==> src/rtl/cpu_clk_ctrl.sv <==
// CPU clock-enable controller: free-run / single-step / halt.
// Ports: clk, rst, clk_cpu_in, run_sw, step_btn, halt -> cpu_en, cycle_cnt, mode.
module cpu_clk_ctrl #(
  parameter logic [31:0] DEBOUNCE_CYCLES = 32'd1000000
) (
  input  logic        clk,
  input  logic        rst,
  input  logic        clk_cpu_in,
  input  logic        run_sw,
  input  logic        step_btn,
  input  logic        halt,
  output logic        cpu_en,
  output logic [31:0] cycle_cnt,
  output logic [1:0]  mode
);

  typedef enum logic [1:0] {
    STOP      = 2'b00,
    RUN       = 2'b01,
    STEP_WAIT = 2'b10,
    HALTED    = 2'b11
  } state_t;

  state_t state, state_n;

  logic run_q1, run_s;
  logic step_q1, step_s;
  logic [31:0] db_cnt;
  logic step_db, step_db_q;
  logic [1:0] sync_vld;
  logic armed;
  logic clk_hist;
  logic step_req, tick;
  logic en_n;

  always_ff @(posedge clk or posedge rst) begin
    if (rst) begin
      run_q1  <= 1'b0;
      run_s   <= 1'b0;
      step_q1 <= 1'b0;
      step_s  <= 1'b0;
    end else begin
      run_q1  <= run_sw;
      run_s   <= run_q1;
      step_q1 <= step_btn;
      step_s  <= step_q1;
    end
  end

  // armed: a press only counts once the button has been
  // seen released after reset, so a button held through
  // reset never yields a step.
  always_ff @(posedge clk or posedge rst) begin
    if (rst) begin
      db_cnt    <= '0;
      step_db   <= 1'b0;
      step_db_q <= 1'b0;
      sync_vld  <= '0;
      armed     <= 1'b0;
    end else begin
      step_db_q <= step_db;
      sync_vld  <= {sync_vld[0], 1'b1};
      if (sync_vld[1] && !step_s && !step_db)
        armed <= 1'b1;
      if (step_s == step_db) begin
        db_cnt <= '0;
      end else if (db_cnt == DEBOUNCE_CYCLES - 32'd1) begin
        step_db <= step_s;
        db_cnt  <= '0;
      end else begin
        db_cnt <= db_cnt + 32'd1;
      end
    end
  end

  always_ff @(posedge clk or posedge rst) begin
    if (rst) clk_hist <= 1'b0;
    else     clk_hist <= clk_cpu_in;
  end

  assign step_req = step_db & ~step_db_q & armed;
  assign tick     = clk_cpu_in & ~clk_hist;

  always_comb begin
    state_n = state;
    en_n    = 1'b0;
    unique case (state)
      STOP: begin
        if (step_req) begin
          en_n    = 1'b1;
          state_n = STEP_WAIT;
        end else if (run_s) begin
          state_n = RUN;
        end
      end
      STEP_WAIT: begin
        if (!step_db) state_n = STOP;
      end
      RUN: begin
        if (!run_s) state_n = STOP;
        else        en_n    = tick;
      end
      HALTED: begin
        if (!halt && !run_s) state_n = STOP;
      end
      default: state_n = STOP;
    endcase
    if (halt) begin
      state_n = HALTED;
      en_n    = 1'b0;
    end
  end

  always_ff @(posedge clk or posedge rst) begin
    if (rst) begin
      state  <= STOP;
      cpu_en <= 1'b0;
    end else begin
      state  <= state_n;
      cpu_en <= en_n;
    end
  end

  always_ff @(posedge clk or posedge rst) begin
    if (rst)         cycle_cnt <= '0;
    else if (cpu_en) cycle_cnt <= cycle_cnt + 32'd1;
  end

  assign mode = state;

endmodule

==> config.mk <==
export PLATFORM = sky130hd
export DESIGN_NAME = cpu_clk_ctrl
export DESIGN_NICKNAME = d
export VERILOG_FILES = /design/src/rtl/cpu_clk_ctrl.sv
export SDC_FILE = /design/constraint.sdc
export NUM_CORES = 1
export LEC_CHECK = 0
export BUFFER_PORTS_ARGS = -buffer_cell sky130_fd_sc_hd__clkbuf_2
export CORE_UTILIZATION = 35
export CTS_BUF_LIST = sky130_fd_sc_hd__clkbuf_16
export DETAILED_ROUTE_END_ITERATION = 6
export HOLD_SLACK_MARGIN = 0.08
export SLEW_MARGIN = 0
export SYNTH_ARGS = -nofsm -noshare
export SYNTH_HDL_FRONTEND = slang
export SYNTH_SLANG_ARGS = --single-unit
==> constraint.sdc <==
create_clock -name clk -period 2.7 [get_ports clk]
set_input_delay 0.54 -clock clk [delete_from_list [all_inputs] [get_ports clk]]
set_output_delay 0.54 -clock clk [all_outputs]
set_load 0.005 [all_outputs]
==> metrics.md, run 1 <==
| Metric | Value |
|---|---|
| Pwr per Cell Area | 594 nW/µm² |
| Post-Synthesis Cells | between 300 and 400 |
| Vias in the first global route | 2449 |
| Max VDD drop | 0.385 mV |
| Clock power frac | 46.7% |
| Vias/cell | between 4 and 5 |
| Period utilization | 80.2% |
| Root Driver | clkbuf_16 |
| Synth Register Bits | 77 |
| Area Overhead vs Synth | 17.8% |
| Unrepaired setup endpoints after global routing | no |
| CP Cell Sequence | ha_1 -> inv_1 -> nor3_1 -> nand3_1 -> nor3_1 -> xor2_1 |
| Ratio of cells with drive above 1 in the final layout | 17.0% |
| Setup WS post-layout | between 0.5 and 0.6 ns |
| Clock buffer depth | 2 |
| Dpl ws | 0.527 ns |
| Die height | between 100 and 150 µm |
| Critical Path Slowest Stage Cell | nor3_1 |
| Maximum clock frequency | 462 MHz |
| Via count | around 2600 |
| Initial Util | 36.4% |
| Crit. path cell count | 6 |
| Layout fillers | 981 |
| CP endpoint kind | register |
| Post-route ant nets | 0 |
| Int Pwr | roughly 1.9 mW |
| First-pass GRT wire length | 11900 µm |
| GRT overflow | 0 |
| Post-DP HPWL | roughly 4800 µm |
| Rows | 36 |
| Final Skew | ~0.008 ns |
| RR Startpoint | cycle_cnt[0] |
| Logic pwr share | 4.7% |
| Final Power | about 2.5 mW |
| Post-synthesis cell type count | 39 |
| RePlAce Congestion | between 0.7 and 0.8 |
| Worst Hold Class | input port to asynchronous set/reset pin |
| Critical path's largest stage delay | 0.50 ns |
| Fin. max-slew vios | 0 |
| GRT Total Usage | 14.3% |
| Setup Fix Bufs, Post-CTS | 0 |
| Worst R2R End | cycle_cnt[24] |
| Syn Nets | 347 |
| Final setup violation count | 0 |
| Ys Warns | 0 |
| Cell Area, Synth | between 3000 and 4000 µm² |
| Synth area leader | dfrtp_1 |
| Share of the synthesized area in the top cell type | 53.9% |
| Min Clock Period, post-route | 2.17 ns |
| Outcome | complete, no violations |
| Seq/Total Area, Yosys | 53.9% |
| Ports | 41 |
| Chip width | slightly above 100 µm |
| Seq pwr share | 48.6% |
| Core area | 9820 µm² |
| DR DRC count | 0 |
| Post-CTS Hold Buffers | 0 |
| Worst Setup Path Type | register to register |
| Antenna Cells | 0 |
| Switching power total | approximately 0.56 mW |
| Drt total wl | 6910 µm |
| Port Buf Inserts | 40 |
| Sw Ratio | 22.5% |
| Buf/Inv on CP | 1 |
| Final Hold Viols | 0 |
| Final setup TNS | 0 ns |
| Latest clock arrival within the worst-skew pair | 0.33 ns |
| H-tree levels | 3 |
| WP data required | 2.95 ns |
| Initial DRC Count | about 110 |
| CP dominant cell by count | nor3_1 |
| Fin nets | 391 |
| Synth area leaders | dfrtp_1 54%, xnor2_1 9.3%, xor2_1 4.9% |
| Final Util | 42.9% |
| Clock Pin Slew Worst Setup and Hold Paths | 0.06 ns |
| Startpoint Class | register |
| CTS Buf Count | 9 |
| CTS tree | done |
| R2R depth | 6 |
| Mapped Avg Cell Area | 10.5 µm² |
| Critical path fanouts, max | 5 |
| Pin slew with the least headroom to its limit | between 0.6 and 0.7 ns |
| Worst slew margin | just under 60% |
| First drt pass iteration count | 4 |
| Die ar. | 10600 µm² |
| Arrival @ worst endpoint | approximately 2.4 ns |
| R2R Setup Slk | 0.53 ns |
| # clock sinks | 77 |
| Top delay family on crit path | simple AND/OR/NAND/NOR gates |
| PostCTS Resize Cnt | 0 |
| # Max-Cap Violations | 0 |
| Lkg Pwr | about 1.9 nW |
| Wire per inst | 13.3 µm |
| Largest net degree at the start of global routing | approximately 80 |
| Antenna violations before repair | 0 |
[area by class of cell]
| class | instances | area [µm²] | share of cell area [%] |
|---|---|---|---|
| Sequential cell | 77 | 1930 | 45.8 |
| Multi-Input combinational cell | 245 | 1570 | 37.2 |
| Timing Repair Buffer | 43 | 235 | 5.59 |
| Clock buffer | 9 | 225 | 5.35 |
| Tap cell | 133 | 166 | 3.95 |
| Clock inverter | 7 | 65.1 | 1.55 |
| Inverter | 7 | 26.3 | 0.624 |
[metal layers]
metal	vias up	global-route usage (%)	part of all wire, %
met3	6	3.12	3.2
li1	1275	-	-
met2	38	20.6	44
met5	-	0	0
met4	0	5.20	1.1
met1	1236	21.1	52
[cells by family (layout without fill, tap and decap cells)]
| family | count (synthesis) | in the layout | synth area share (%) |
|---|---|---|---|
| simple gates | 168 | 168 | 25.4 |
| mux | 4 | 4 | 1.26 |
| flops | 77 | 77 | 53.9 |
| xor+xnor | 58 | 58 | 14.2 |
| other cells | 1 | 1 | 0.105 |
| buf+inv | 17 | 66 | 2.28 |
| fa+ha+maj | 2 | 2 | 0.700 |
| compound gates | 12 | 12 | 2.14 |
[power groups by stage]
stage	Sequential, mW	Clock [mW]	Combinational (mW)
floorplan	1.23	0	0.0732
global placement	1.24	0	0.114
detailed placement	1.24	0	0.119
CTS	1.22	1.19	0.119
global route	1.22	1.24	0.140
finish	1.22	1.17	0.117
[synth_stat cells]
cell and n:
dfrtp_1 77, nor2_1 38, xnor2_1 38, nand3_1 28, nand2_1 22, xor2_1 20, nor3_1 16, nand4_1 15
nor4_1 13, and3_1 8, and4_1 7, inv_1 7, a21oi_1 4, buf_2 4, mux2_2 4, buf_4 3
o21ai_0 3, or3_1 3, or4_1 3, and2_1 2, and4_4 2, clkbuf_1 2, ha_1 2, nand2b_1 2
nor4b_1 2, a211o_1 1, a211oi_1 1, a21o_1 1, a311o_1 1, clkbuf_2 1, conb_1 1, nand2_4 1
nand3_4 1, nand4b_1 1, nor2b_1 1, nor3b_1 1, o211ai_1 1, or2_1 1, or4_4 1
[per-stage QoR]
stage,area (µm²),hold WS [ns],instances
after global placement,3920,0.335,505
final,4210,0.272,521
after global routing,4210,0.304,521
after CTS,4210,0.304,521
after floorplan,3570,0.331,339
after detailed placement,3920,0.336,505
[worst register-to-register path, stage by stage (launching register included)]
cell	delay, ns
dfrtp_1	0.43
ha_1	0.28
inv_1	0.06
nor3_1	0.50
nand3_1	0.36
nor3_1	0.31
xor2_1	0.16
[registers in the layout, indices dropped and copies added, names as in the netlist, 2 cells and up]
| register | cells |
|---|---|
| cycle_cnt | 32 |
| db_cnt | 32 |
| sync_vld | 2 |
| mode | 2 |
[cells in the final DEF (no fill, tap or decap), types with 2 or more instances in the layout]
cell type	instances
and2_1	2
xnor2_1	38
dfrtp_1	77
nand2_1	22
clkinv_1	2
and4_1	7
nand4_1	15
or4_1	3
ha_1	2
nand2b_1	2
and3_1	8
clkinvlp_4	2
nor3_1	16
buf_4	2
nor4b_1	2
mux2_2	4
a21oi_1	4
nor4_1	13
nor2_1	38
clkbuf_16	9
o21ai_0	3
nand3_1	28
clkbuf_2	40
inv_1	7
xor2_1	20
or3_1	3
and4_4	2
[worst max-delay path by stage]
stage | startpoint | to | slack, ns
after floorplan | rst | armed | 0.19
after global placement | cycle_cnt[0] | cycle_cnt[24] | 0.51
after detailed placement | cycle_cnt[0] | cycle_cnt[24] | 0.53
after CTS | cycle_cnt[0] | cycle_cnt[24] | 0.51
after global routing | cycle_cnt[0] | cycle_cnt[24] | 0.19
final | cycle_cnt[0] | cycle_cnt[24] | 0.53
No activity file was read; power rests on OpenSTA's default activity.
==> inputs of run 2 (changes only) <==
Clock period 2.7 ns to 1.9 ns, I/O delays scaled along.
==> metrics.md, run 2 (same netlist as run 1, synthesis figures left out) <==
| Metric | Value |
|---|---|
| Most frequent cells in the layout | 77 x dfrtp_1, 40 x clkbuf_2, 38 x xnor2_1, 38 x nor2_1, 28 x nand3_1 |
| Sw Ratio | between 20% and 30% |
| Post-Place Cells | 530 |
| Worst Hold Class | input port to register |
| RR Startpoint | db_cnt[0] |
| Final setup TNS | 0 ns |
| Initial DRC Count | 122 |
| First drt pass iteration count | 4 |
| Worst Setup Path Type | register to register |
| Root Driver | clkbuf_16 |
| Final Util | 45.4% |
| Maximum clock frequency | 545 MHz |
| Wire per inst | 13.5 µm |
| Post-Layout Cell Count | roughly 550 |
| Antenna violations before repair | 0 |
| H-tree levels | 3 |
| Ports | a little over 40 |
| DR DRC count | 0 |
| Seq pwr share | 47.8% |
| Top Registers | cycle_cnt x32, db_cnt x32 |
| Min Clock Period, post-route | 1.83 ns |
| Final Hold Viols | 0 |
| # clock sinks | a little under 80 |
| Initial Util | 36.4% |
| Switching power total | 0.833 mW |
| Outcome | complete, no violations |
| Int Pwr | 2.79 mW |
| GRT overflow | 0 |
| Drt total wl | 7380 µm |
| Period utilization | 96.5% |
| Clock buffer depth | 2 |
| GRT Total Usage | 14.9% |
| Via count | 2654 |
| Ratio of cells with drive above 1 in the final layout | between 20% and 30% |
| First-pass GRT wire length | about 12000 µm |
| CTS Buf Count | 9 |
| Post-DP HPWL | 5220 µm |
| Die ar. | 10600 µm² |
| Pwr per Cell Area | 811 nW/µm² |
| Final Power | roughly 3.6 mW |
| Critical path fanouts, max | 3 |
| Core area | 9820 µm² |
| Worst hold slack | 0.149 ns |
| Port Buf Inserts | 40 |
| Startpoint Class | register |
| Clock Pin Slew Worst Setup and Hold Paths | 0.06 ns |
| Vias in the first global route | 2456 |
| Unrepaired setup endpoints after global routing | yes |
| CP endpoint kind | register |
| Lkg Pwr | 2.01 nW |
| WP data required | 2.16 ns |
| Largest net degree at the start of global routing | 61 |
| Final setup violation count | 0 |
| Area Overhead vs Synth | 24.9% |
| Rows | 36 |
| Commonest non-fill, non-tap cell in the layout | dfrtp_1 |
| CTS tree | done |
| RePlAce Congestion | 0.799 |
| Clock power frac | between 40 and 50% |
| Antenna Cells | 0 |
| Post-route ant nets | 0 |
| Arrival @ worst endpoint | ~2.1 ns |
| Chip width | 103 µm |
| Final Skew | a little under 0.008 ns |
| Min-Delay Startpoint | run_sw |
| Vias/cell | 4.84 |
| # Max-Cap Violations | 0 |
| Logic pwr share | roughly 5.2% |
| Die height | between 100 and 150 µm |
| Fin. max-slew vios | 0 |
| Max VDD drop | 0.535 mV |
| Fin nets | approximately 420 |
| CP Launch Point | db_cnt[0] |
| Latest clock arrival within the worst-skew pair | ~0.33 ns |
run 2: stage by stage:
stage	cell area, µm²	worst slack, ns
finish	4460	0.0661
global route	4460	-0.0156
CTS	4430	0.0464
detailed placement	4110	-0.00239
global placement	4110	0.0270
floorplan	3580	0.0382
run 2: power by group through the flow:
stage | Combinational (mW) | Sequential (mW) | Clock, mW
after floorplan | 0.105 | 1.75 | 0
after global placement | 0.182 | 1.76 | 0
after detailed placement | 0.186 | 1.76 | 0
after CTS | 0.189 | 1.73 | 1.74
after global routing | 0.223 | 1.74 | 1.80
final | 0.189 | 1.73 | 1.70
run 2: layer usage:
metal / GRT usage (%) / part of all wire (%) / routed length (µm)
met5: 0 / 0 / 0
met4: 4.88 / 1.1 / 81
met3: 3.53 / 3.2 / 235
met2: 21.4 / 45 / 3350
met1: 21.8 / 50 / 3720
run 2: final timing paths:
kind	to	slack, ns	cells past startpoint
min	run_q1	0.15	1
max	db_cnt[30]	0.07	6
max in group asynchronous	cycle_cnt[7]	0.69	4
min in group asynchronous	cycle_cnt[31]	0.59	3
min reg2reg	run_s	0.35	0
max reg2reg	db_cnt[30]	0.07	6
run 2: critical path, stage by stage, from the launching register on:
cell and delay (ns):
dfrtp_1 0.35, ha_2 0.19, and4_4 0.22, nand2_4 0.05
or4_4 0.49, or3_4 0.34, a21oi_2 0.12
run 2: cell type report:
type | instances | area (µm²)
fill | 959 | 5360
sequential | 77 | 1930
multi-input combinational | 245 | 1600
timing repair buffer | 70 | 444
clock buffer | 9 | 225
tap | 133 | 166
clock inverter | 7 | 73.8
inverter | 7 | 30.0
run 2: what timing repair did:
item / CTS / global route
gates resized for setup: 1 / 6
setup endpoints to repair: 14 / 15
setup buffers: 0 / 1
pin swaps: 0 / 1
hold buffers: 1 / 0
hold endpoints to repair: 17 / 0
